## config.mk

```make
export PLATFORM = sky130hd
export DESIGN_NAME = antares_pipe_stage
export DESIGN_NICKNAME = d
export VERILOG_FILES = /design/src/rtl/antares_pipe_stage.sv
export SDC_FILE = /design/constraint.sdc
export NUM_CORES = 1
export LEC_CHECK = 0
export BUFFER_PORTS_ARGS = -buffer_cell sky130_fd_sc_hd__buf_2
export CORE_MARGIN = 3
export CORE_UTILIZATION = 57
export DETAILED_ROUTE_END_ITERATION = 10
export MAX_ROUTING_LAYER = met4
export PLACE_DENSITY = 0.85
export SLEW_MARGIN = 20
export SYNTH_ARGS = -nofsm -noshare
export SYNTH_HDL_FRONTEND = slang
export SYNTH_SLANG_ARGS = --single-unit
```

## constraint.sdc

```tcl
create_clock -name clk -period 7.8 [get_ports clk]
set_input_delay 0.39 -clock clk [delete_from_list [all_inputs] [get_ports clk]]
set_output_delay 0.39 -clock clk [all_outputs]
set_load 0.005 [all_outputs]
```

## src/rtl/antares_pipe_stage.sv

```systemverilog
// antares_pipe_stage: elastic valid/ready pipeline register for the Antares pipeline.
// Main entry M drives the outputs directly. With SKID=1 a skid entry S absorbs
// one item while M stalls, so in_ready comes straight from a flop. With SKID=0
// only M exists and in_ready is combinational.
// Data bits are held across bubbles. Control bits are cleared in every invalid
// slot, so no write enable or trap can leak out of a bubble.
// Optional macro ANTARES_PIPE_STATS_EN builds a saturating stall-cycle counter.
// Without the macro, stall_count is tied to zero.
module antares_pipe_stage #(
    parameter int DATA_W = 64,
    parameter int CTRL_W = 8,
    parameter int SKID   = 1
) (
    input  logic              clk,
    input  logic              rst,
    input  logic              in_valid,
    output logic              in_ready,
    input  logic [DATA_W-1:0] in_data,
    input  logic [CTRL_W-1:0] in_ctrl,
    input  logic              flush,
    output logic              out_valid,
    input  logic              out_ready,
    output logic [DATA_W-1:0] out_data,
    output logic [CTRL_W-1:0] out_ctrl,
    output logic [1:0]        occupancy,
    output logic [15:0]       stall_count
);

    logic              m_valid;
    logic [DATA_W-1:0] m_data;
    logic [CTRL_W-1:0] m_ctrl;

    logic              s_valid;
    logic [DATA_W-1:0] s_data;
    logic [CTRL_W-1:0] s_ctrl;

    logic              m_load;
    logic              accept;

    // M can take a new item when it is empty or its item leaves this cycle.
    assign m_load = ~m_valid | out_ready;
    assign accept = in_valid & in_ready;

    generate
        if (SKID != 0) begin : g_skid
            // S full means two items are held, so refuse input.
            assign in_ready = ~s_valid;

            // Skid entry: catches an accepted item while M stalls, and empties when M reloads.
            always_ff @(posedge clk or posedge rst) begin
                if (rst) begin
                    s_valid <= 1'b0;
                    s_data  <= '0;
                    s_ctrl  <= '0;
                end else if (flush) begin
                    s_valid <= 1'b0;
                    s_ctrl  <= '0;
                end else if (m_load) begin
                    s_valid <= 1'b0;
                    s_ctrl  <= '0;
                end else if (accept) begin
                    s_valid <= 1'b1;
                    s_data  <= in_data;
                    s_ctrl  <= in_ctrl;
                end
            end
        end else begin : g_noskid
            assign in_ready = m_load;
            assign s_valid  = 1'b0;
            assign s_data   = '0;
            assign s_ctrl   = '0;
        end
    endgenerate

    // Main entry: S drains first to keep FIFO order. Otherwise take the input, or become a bubble.
    always_ff @(posedge clk or posedge rst) begin
        if (rst) begin
            m_valid <= 1'b0;
            m_data  <= '0;
            m_ctrl  <= '0;
        end else if (flush) begin
            m_valid <= 1'b0;
            m_ctrl  <= '0;
        end else if (m_load) begin
            if (s_valid) begin
                m_valid <= 1'b1;
                m_data  <= s_data;
                m_ctrl  <= s_ctrl;
            end else if (accept) begin
                m_valid <= 1'b1;
                m_data  <= in_data;
                m_ctrl  <= in_ctrl;
            end else begin
                m_valid <= 1'b0;
                m_ctrl  <= '0;
            end
        end
    end

    assign out_valid = m_valid;
    assign out_data  = m_data;
    assign out_ctrl  = m_ctrl;
    assign occupancy = {1'b0, m_valid} + {1'b0, s_valid};

`ifdef ANTARES_PIPE_STATS_EN
    logic [15:0] stall_q;

    // Count cycles where a real item is blocked downstream. Saturate rather than wrap; flush does not clear it.
    always_ff @(posedge clk or posedge rst) begin
        if (rst) begin
            stall_q <= 16'h0000;
        end else if (m_valid && !out_ready && (stall_q != 16'hFFFF)) begin
            stall_q <= stall_q + 16'd1;
        end
    end

    assign stall_count = stall_q;
`else
    assign stall_count = 16'h0000;
`endif

endmodule

```

[After elaboration in Yosys (flattened, before gate mapping)]
Cells that the tools add are included.
Operators by class
  $add $sub $neg: 1
  $mul: 0
  div/mod/pow operators: 0
  magnitude comparators: 0
  eq/ne operators: 0
  shifts and indexed selects: 0
  multiplexer cells: 16
  bitwise logic cells: 6
  reduce and logical (&&, ||, !) cells: 5
Operators by type and width (count)
  64-bit two-way mux: 2
  8-bit two-way mux: 7
  1-bit two-way mux: 7
  3-bit AND reduction: 2
  1-bit inverter: 4
  2-bit nonzero test: 2
  3-bit nonzero test: 1
  1-bit by 1-bit adder with 2-bit output: 1
  1-bit bitwise AND: 1
  1-bit OR: 1
Word-level totals
  flip-flop bits (word level): 146
  bits in latches: 0
  memory bits (writable): 0
  bits in read-only memories: 0
  logic and storage cells: 34
  memories: 0

[Longest topological paths before layout]
Gate-level depths: netlist of run 1.
  depth after elaboration: 6
  gate-level depth with buffers: 5
  mapped depth without buffers: 3

[Worst setup path after synthesis of run 1]
OpenSTA, ideal clock, no wires.
  kind: flip-flop to flip-flop
  start: reg m_valid (netlist: out_valid)
  end: reg m_data[0] (netlist: out_data[0])
  arrival time: 1653 ps
  required time: 7675 ps
  setup slack: 6023 ps
  cell stages (with the launch flop): 6
  buffers on the path: 2
  cells stage by stage: dfrtp_1 -> nor2b_1 -> clkbuf_1 -> nor3_4 -> buf_2 -> mux2_2
Between the ends
  longest elaborated chain between the ends: 3
Ends and longest elaborated chain
  from (decl): line 29  | logic m_valid;
  from (signal assigned): line 78  | m_valid <= 1'b0;
  from (signal assigned): line 82  | m_valid <= 1'b0;
  from (signal assigned): line 86  | m_valid <= 1'b1;
  1-bit inverter: line 41  | assign m_load = ~m_valid | out_ready;
  1-bit OR: line 41
  3-bit AND reduction (no source line)
  to (signal assigned): line 87  | m_data <= s_data;
  to (signal assigned): line 91  | m_data <= in_data;
  to (decl): line 30  | logic [DATA_W-1:0] m_data;
Every way passes these cells.
A chain may end at the register's enable or synchronous reset.

[Worst setup path after layout of run 1]
  start: reg s_valid
  end: out occupancy[0]
Between the ends
  longest elaborated chain between the ends: 1
Ends and longest elaborated chain
  from (decl): line 33  | logic s_valid;
  from (signal assigned): line 52  | s_valid <= 1'b0;
  from (signal assigned): line 56  | s_valid <= 1'b0;
  from (signal assigned): line 59  | s_valid <= 1'b0;
  1-bit by 1-bit adder with 2-bit output: line 103  | assign occupancy = {1'b0, m_valid} + {1'b0, s_valid};
  to (decl): line 25  | output logic [1:0] occupancy,
Every way passes these cells.

==> results of run 1 <==
-- repair_timing --
| action | CTS | global route |
|---|---|---|
| resized for setup | 0 | 0 |
| hold endpoints to repair | 72 | 0 |
| hold buffers | 1 | 0 |
-- power groups by stage --
stage                     clock [uW]  combinational, uW  sequential [uW]
final                            835                317              989
after global routing             880                349             1010
after CTS                        846                323              990
after detailed placement           0                321             1000
after global placement             0                303              989
after floorplan                    0                195              984
-- worst max-delay path: cells and delay by family, from the launching register on --
kind,cells,cell delay [ns]
DFF,1,0.35
buffers and inverters,2,0.89
adders and majority gates,1,0.38
-- Yosys cell counts (all sizes together) --
| cell | n | area (sq um) |
|---|---|---|
| a21oi | 17 | 85.1 |
| nor2 | 10 | 37.5 |
| dfrtp | 146 | 3650 |
| a211oi | 8 | 60.1 |
| buf | 30 | 189 |
| conb | 1 | 3.75 |
| nor3 | 2 | 32.5 |
| nand2b | 3 | 18.8 |
| nand2 | 16 | 60.1 |
| nor2b | 2 | 12.5 |
| clkbuf | 12 | 45.0 |
| inv | 2 | 7.51 |
| ha | 1 | 12.5 |
| mux2 | 192 | 2160 |
-- final timing paths --
path,slack (ns),start,to
max,5.27,s_valid$_DFFE_PP0P_,occupancy[0]
min reg2reg,0.48,s_data[48]$_DFFE_PP0P_,s_data[48]$_DFFE_PP0P_
max reg2reg,5.28,s_valid$_DFFE_PP0P_,out_data[61]$_DFFE_PP0P_
max in group asynchronous,5.89,rst,s_valid$_DFFE_PP0P_
min,0.11,in_data[50],s_data[50]$_DFFE_PP0P_
min in group asynchronous,0.51,rst,out_data[30]$_DFFE_PP0P_
-- routing by layer --
metal	wire, microns	track usage	part of all wire
met4	190	0.0762	0.015
met3	781	0.0554	0.060
met1	5570	0.275	0.43
met2	6480	0.352	0.50
met5	0	-	0
-- per-stage QoR --
stage | instances | utilization | instance area (sq um) | power, uW | setup WS, ns
finish | 743 | 0.736 | 7810 | 2140 | 5.27
global route | 743 | 0.736 | 7810 | 2240 | 5.14
CTS | 742 | 0.736 | 7800 | 2160 | 5.24
detailed placement | 709 | 0.678 | 7180 | 1320 | 5.28
global placement | 709 | 0.678 | 7180 | 1290 | 5.33
floorplan | 457 | - | 6440 | 1180 | 3.49
-- flip-flops by register name, summed over array words and instances, names as in the netlist --
signal	flops
out_ctrl	8
s_ctrl	8
s_valid	1
s_data	64
out_valid	1
out_data	64
-- layout make-up --
cell class / instances / area, sq um
fillers: 705 / 2790
clock buffers: 23 / 457
clock inverters: 9 / 154
well taps: 136 / 170
flip-flops and latches: 146 / 3650
diodes: 1 / 2.50
repair buffers: 159 / 816
inverters: 2 / 12.5
multi-input cells: 267 / 2540
-- logic make-up (layout without fill, tap and decap cells) --
logic type                 Yosys count  in the layout  share of synthesized area
AOI/OAI and AO/OA                   25             25                     0.0227
adders and majority gates            1              1                    0.00196
buffers and inverters               44            193                     0.0379
DFF                                146            146                      0.573
muxes                              192            192                      0.339
other                                1             17                   0.000588
and+or+nand+nor                     33             33                     0.0253
==> results.json, run 1 <==
{
  "vdd_ir_drop_max_uv": 146,
  "wl_per_cell_microns": 17.5,
  "first_pass_iters": 4,
  "vias": 4019,
  "final_common_cell": "mux2_2",
  "drt-total-wl_microns": 13000,
  "critical_path.slowest_cell": "buf_4",
  "cellPowerDensity_nw_per_um2": 274,
  "port_buffers": 152,
  "post-route-drc-count": 0,
  "syn-cell-area_sq_um": 6380,
  "root_buffer": "clkbuf_8",
  "leakage_uw": 0.00362,
  "crit_chain": "buf_4 > ha_1 > buf_2",
  "vias_per_cell": 5.41,
  "drt_iter0_markers": 218,
  "switching_share": 0.236,
  "whs_ns": 0.106,
  "worst_slew_margin_rel": 0.343,
  "final_antenna_net_count": 0,
  "die_h_microns": 112,
  "hold_class": "primary input to register",
  "antenna_found_initial": 1,
  "first_global_vias": 4315,
  "skew_ns": 0.00517,
  "core_area_sq_um": 10600,
  "final-hold-violation-count": 0,
  "setup_viol": 0,
  "seq_power_share": 0.462,
  "pwr-share-comb": 0.148,
  "finalWorstPathRequiredPeriod_ns": 2.53,
  "worst_pin_slew_ns": 0.986,
  "reg2reg_depth": 5,
  "status": "finished clean",
  "rsz0062_at_grt": "false",
  "fin_crit_sh": 0.324,
  "internal_power_uw": 1640,
  "postSynthCellCount": 442,
  "ys_types": 17,
  "die_area_sq_um": 12500,
  "cts_tree": "built",
  "critPathArrivalTime_ns": 2.14,
  "die_x_microns": 112,
  "insertion_delay_ns": 0.52,
  "synth.avg_cell_area_sq_um": 14.4,
  "hold_depth": 2,
  "fin_nets": 671,
  "tns_ns": 0,
  "drv_cap": 0,
  "overflow": 0,
  "switching_power_uw": 505,
  "cts_sinks": 146,
  "slew_viol_final": 0,
  "post_cts_buffers": 0,
  "syn_to_final_growth_pct": 22.4,
  "layout_common_cells": "mux2_2, buf_2, dfrtp_1",
  "cp_max_fo": 76,
  "path_class": "register to primary output",
  "num_io_pins": 169,
  "clockBufferDepth": 2,
  "dp_hpwl_microns": 8740,
  "htreeDepth": 4,
  "grt_usage": 0.220,
  "yosys_warnings": 0,
  "critPathMaxStageDelay_ns": 0.76,
  "timing.fmax_mhz": 396,
  "cts_made_buffers": 17,
  "yosysSeqAreaShare": 0.573,
  "critPathLaunchType": "register",
  "power_frac_clock": 0.390,
  "grt_pass1_wl_microns": 21200,
  "start_util": 0.602,
  "ys_ff_latch": 146,
  "gp_congestion": 0.778,
  "drive_gt1_frac": 0.607,
  "crit_path_end_kind": "primary output",
  "grt_max_degree": 77,
  "path_clk_slew_ns": 0.06,
  "required_ns": 7.41,
  "rows": 37
}
No activity file was read; power rests on OpenSTA's default activity.
==> inputs of run 2 (changes only) <==
- CORE_UTILIZATION: 57 -> 48
- PLACE_DENSITY: 0.85 -> 0.77
- clock period: 7.8 -> 2.1 ns (I/O delays scaled with it)
==> run 2 against run 1 <==
Register-to-register slack worse by 5.1 ns. Sequential share of layout area fell by 4.3 points. Cell count increased by 15%. Die area up 18%. Global-route usage decreased by 1.6 points. Clock-buffer cell count did not move. Clock power increased to 3.1 times the previous value. Critical path depth grew 2. Non-clock buffer count increased by 76.
==> results.json, run 2 (same netlist as run 1, synthesis figures left out) <==
{
  "status": "finished clean",
  "critPathLaunchType": "register",
  "cts_made_buffers": 17,
  "final_antenna_net_count": 0,
  "drv_cap": 0,
  "clockBufferDepth": 2,
  "insertedDiodeCount": 0,
  "fillers": 905,
  "timing.fmax_mhz": 533,
  "worst_pin_slew_ns": 0.592,
  "critPathTopFamily": "buffers and inverters",
  "fin_nets": 747,
  "die_x_microns": 121,
  "skew_ns": 0.00665,
  "drt-total-wl_microns": 13900,
  "worst_slew_margin_rel": 0.605,
  "cellPowerDensity_nw_per_um2": 884,
  "antenna_found_initial": 0,
  "vias_per_cell": 5.00,
  "dp_hpwl_microns": 8850,
  "whs_ns": 0.0237,
  "post-route-util": 0.670,
  "grt_max_degree": 83,
  "root_buffer": "clkbuf_16",
  "start_util": 0.497,
  "num_io_pins": 169,
  "rrSetupSlack_ns": 0.22,
  "place_area_sq_um": 7350,
  "cts_hold_buf": 73,
  "fin_crit_sh": 0.894,
  "required_ns": 2.39,
  "rsz0062_at_grt": "false",
  "post_cts_buffers": 0,
  "syn_to_final_growth_pct": 34.6,
  "crit_chain": "buf_12 > nor2_1 > nor3_4 > buf_12 > mux2_2",
  "drive_gt1_frac": 0.546,
  "hold_class": "primary input to register",
  "die_h_microns": 121,
  "vias": 4263,
  "layout_common_cells": "mux2_2, buf_2, dfrtp_1",
  "cp_max_fo": 58,
  "final_common_cell": "mux2_2",
  "first_pass_iters": 4,
  "vdd_ir_drop_max_uv": 447,
  "cts_sinks": 146,
  "critPathBufInv": 2,
  "port_buffers": 152,
  "htreeDepth": 4,
  "first_global_vias": 4620,
  "cts_resized": 0,
  "drt_iter0_markers": 245,
  "rows": 41,
  "tns_ns": 0,
  "grt_pass1_wl_microns": 22800,
  "critPathMaxStageDelay_ns": 0.38,
  "critical_path.slowest_cell": "dfrtp_2",
  "overflow": 0,
  "finalWorstPathRequiredPeriod_ns": 1.88,
  "grt_usage": 0.204,
  "setup_viol": 0,
  "path_class": "register to register",
  "crit_top_cell": "buf_12",
  "gp_congestion": 0.764,
  "path_clk_slew_ns": 0.05,
  "wl_per_cell_microns": 16.3,
  "final-hold-violation-count": 0,
  "post-route-drc-count": 0,
  "cts_tree": "built",
  "crit_path_end_kind": "register",
  "leakage_uw": 0.00393,
  "core_area_sq_um": 12800,
  "insertion_delay_ns": 0.41,
  "die_area_sq_um": 14700,
  "total_power_uw": 7590,
  "slew_viol_final": 0,
  "stdcell_area_sq_um": 8590,
  "critPathArrivalTime_ns": 2.17
}
## run 2: cell count changes in the layout (fill, tap and decap cells not counted), sizes merged, moves of 4 or more
cell	previous run	this run
dlygate4sd3	1	73
buf	158	162
bufinv	4	0
clkinv	3	7
## run 2: worst reg2reg max path: stages, from the launching register on
cell	delay (ns)
dfrtp_2	0.38
buf_12	0.31
nor2_1	0.18
nor3_4	0.25
buf_12	0.26
mux2_2	0.39
## run 2: layer usage
metal	up-vias	track usage	wire [microns]
li1	1980	-	-
met1	2119	0.237	5650
met2	146	0.347	7240
met3	18	0.0499	749
met4	0	0.0728	223
met5	-	-	0
## run 2: stage by stage
stage | instances | setup slack, ns
global placement | 749 | 0.279
floorplan | 457 | 0.162
detailed placement | 749 | 0.224
global route | 852 | 0.137
CTS | 852 | 0.212
finish | 852 | 0.222
## run 2: layout make-up
type / instances / area (sq um) / area share
Sequential cell: 146 / 3650 / 0.425
Multi-Input combinational cell: 267 / 2540 / 0.296
Timing Repair Buffer: 235 / 1650 / 0.193
Clock buffer: 23 / 478 / 0.0556
Tap cell: 172 / 215 / 0.0251
Clock inverter: 7 / 35.0 / 0.00408
Inverter: 2 / 11.3 / 0.00131
## run 2: worst paths after layout
| kind | cells after the start | start | end |
|---|---|---|---|
| worst max register to register | 5 | s_valid$_DFFE_PP0P_ | out_data[3]$_DFFE_PP0P_ |
| worst max-delay path | 5 | s_valid$_DFFE_PP0P_ | out_data[3]$_DFFE_PP0P_ |
| max in group asynchronous | 4 | rst | s_valid$_DFFE_PP0P_ |
| min in group asynchronous | 4 | rst | s_data[11]$_DFFE_PP0P_ |
| worst min-delay path | 3 | in_valid | s_valid$_DFFE_PP0P_ |
| worst min register to register | 1 | s_data[54]$_DFFE_PP0P_ | s_data[54]$_DFFE_PP0P_ |
## run 2: where the power goes
part	total [uW]	internal, uW	switching (uW)
clock network	2610	1570	1040
registers	3670	3380	288
logic	1310	813	498
total	7590	5770	1830
==> inputs of run 3 (changes only) <==
- PLACE_DENSITY: 0.77 -> default
- PLACE_DENSITY_LB_ADDON: default -> 0.12
==> run 3 against run 2 <==
Clock power up 6%. Flip-flop and latch count unchanged. Global-route usage down 0.93 points. Utilization up 0.31 points. Worst setup slack better by 0.16 ns. Critical path depth down 1. Highest routed layer unchanged.
==> results.json, run 3 (same netlist as run 1, synthesis figures left out) <==
{
  "overflow": 0,
  "drt-total-wl_microns": 13400,
  "finalWorstPathRequiredPeriod_ns": 1.72,
  "fin_crit_sh": 0.820,
  "power_frac_clock": 0.358,
  "switching_power_uw": 1810,
  "insertion_delay_ns": 0.41,
  "die_x_microns": 121,
  "layout_common_cells": "mux2_2, buf_2, dfrtp_1",
  "grt_max_degree": 56,
  "cp_max_fo": 22,
  "vias": 4249,
  "setup_viol": 0,
  "first_pass_iters": 4,
  "pwr-share-comb": 0.168,
  "grt_usage": 0.195,
  "dp_hpwl_microns": 8770,
  "fin_nets": 750,
  "port_buffers": 152,
  "tns_ns": 0,
  "timing.fmax_mhz": 581,
  "final_antenna_net_count": 0,
  "vias_per_cell": 4.96,
  "path_clk_slew_ns": 0.06,
  "fillers": 957,
  "hp-start": "flush",
  "grt_pass1_wl_microns": 21900,
  "stdcell_area_sq_um": 8630,
  "slew_viol_final": 0,
  "internal_power_uw": 5900,
  "die_h_microns": 121,
  "cts_sinks": 146,
  "root_buffer": "clkbuf_16",
  "final_common_cell": "mux2_2",
  "gp_congestion": 0.750,
  "drive_gt1_frac": 0.545,
  "skew_ns": 0.00455,
  "insertedDiodeCount": 0,
  "final-hold-violation-count": 0,
  "clockBufferDepth": 2,
  "seq_power_share": 0.474,
  "reg2reg_depth": 4,
  "num_io_pins": 169,
  "drv_cap": 0,
  "start_util": 0.497,
  "post_cts_buffers": 0,
  "leakage_uw": 0.00395,
  "switching_share": 0.235,
  "rrSetupSlack_ns": 0.38,
  "rsz0062_at_grt": "false",
  "fin_cells": 856,
  "antenna_found_initial": 0,
  "hold_depth": 2,
  "worst_r2r_startpoint": "s_valid$_DFFE_PP0P_",
  "die_area_sq_um": 14700,
  "hold_class": "primary input to register",
  "status": "finished clean",
  "regToRegEndpoint": "out_ctrl[6]$_DFFE_PP0P_",
  "wl_per_cell_microns": 15.7,
  "first_global_vias": 4484,
  "worst_pin_slew_ns": 0.649,
  "dp.cells": 752,
  "cts_tree": "built",
  "critPathArrivalTime_ns": 2.03,
  "worst_slew_margin_rel": 0.566,
  "vdd_ir_drop_max_uv": 555,
  "htreeDepth": 4,
  "cts_made_buffers": 17,
  "crit_path_end_kind": "register",
  "post-route-drc-count": 0,
  "core_area_sq_um": 12800,
  "min_to": "out_ctrl[5]$_DFFE_PP0P_",
  "drt_iter0_markers": 264,
  "rows": 41,
  "cts_resized": 0,
  "place_area_sq_um": 7360,
  "required_ns": 2.41,
  "cellPowerDensity_nw_per_um2": 893,
  "path_class": "register to register",
  "critPathLaunchType": "register",
  "syn_to_final_growth_pct": 35.3
}
-- run 3: cell count changes in the layout (fill, tap and decap cells not counted) --
cell	before	now
buf_12	7	6
buf_4	3	7
bufinv_16	0	1
clkbuf_1	3	5
clkinv_2	7	5
dfrtp_2	1	0
dfrtp_4	0	1
-- run 3: worst max path at each step --
stage                           from                        to
6_report         s_valid$_DFFE_PP0P_   out_ctrl[6]$_DFFE_PP0P_
5_1_grt          s_valid$_DFFE_PP0P_   out_ctrl[0]$_DFFE_PP0P_
4_1_cts          s_valid$_DFFE_PP0P_   out_ctrl[6]$_DFFE_PP0P_
3_5_place_dp     s_valid$_DFFE_PP0P_   out_ctrl[6]$_DFFE_PP0P_
3_3_place_gp   out_valid$_DFFE_PP0P_  out_data[36]$_DFFE_PP0P_
2_1_floorplan                    rst   out_ctrl[0]$_DFFE_PP0P_
-- run 3: cell type report --
type                       instances  area, sq um  area share
inverter                           2         11.3     0.00130
sequential                       146         3660       0.424
clock inverter                     6         55.1     0.00638
multi-input combinational        267         2540       0.294
timing repair buffer             238         1660       0.193
tap                              172          215      0.0249
clock buffer                      25          485      0.0563
-- run 3: metal layers --
| layer | up-vias | track usage | wire [microns] |
|---|---|---|---|
| li1 | 1996 | - | - |
| met4 | 0 | 0.0707 | 223 |
| met2 | 124 | 0.325 | 6660 |
| met5 | - | - | 0 |
| met1 | 2110 | 0.233 | 5780 |
| met3 | 19 | 0.0448 | 754 |
-- run 3: worst max-delay path, cell delays in order (launching register included) --
cell      delay, ns
dfrtp_4        0.49
buf_4          0.23
nor2b_1        0.48
nand2_1        0.17
a211oi_1       0.25
-- run 3: power by group through the flow --
stage / Clock (uW) / Combinational (uW) / Sequential (uW)
final: 2760 / 1290 / 3660
after global routing: 2960 / 1430 / 3730
after CTS: 2830 / 1310 / 3660
after detailed placement: 0 / 1210 / 3700
after global placement: 0 / 1170 / 3680
after floorplan: 0 / 724 / 3660
-- run 3: through the flow --
stage               hold WS (ns)  setup WS [ns]  utilization  power, uW
floorplan                  0.240          0.162            -       4380
global placement           0.232          0.438        0.574       4840
detailed placement         0.235          0.397        0.574       4910
CTS                       0.0706          0.379        0.673       7810
global route              0.0859          0.188        0.673       8120
finish                    0.0845          0.378        0.673       7710
-- run 3: timing repair --
action / 4_1_cts / 5_1_grt
setup endpoints to repair: 0 / 0
hold buffers: 73 / 0
hold endpoints to repair: 104 / 0
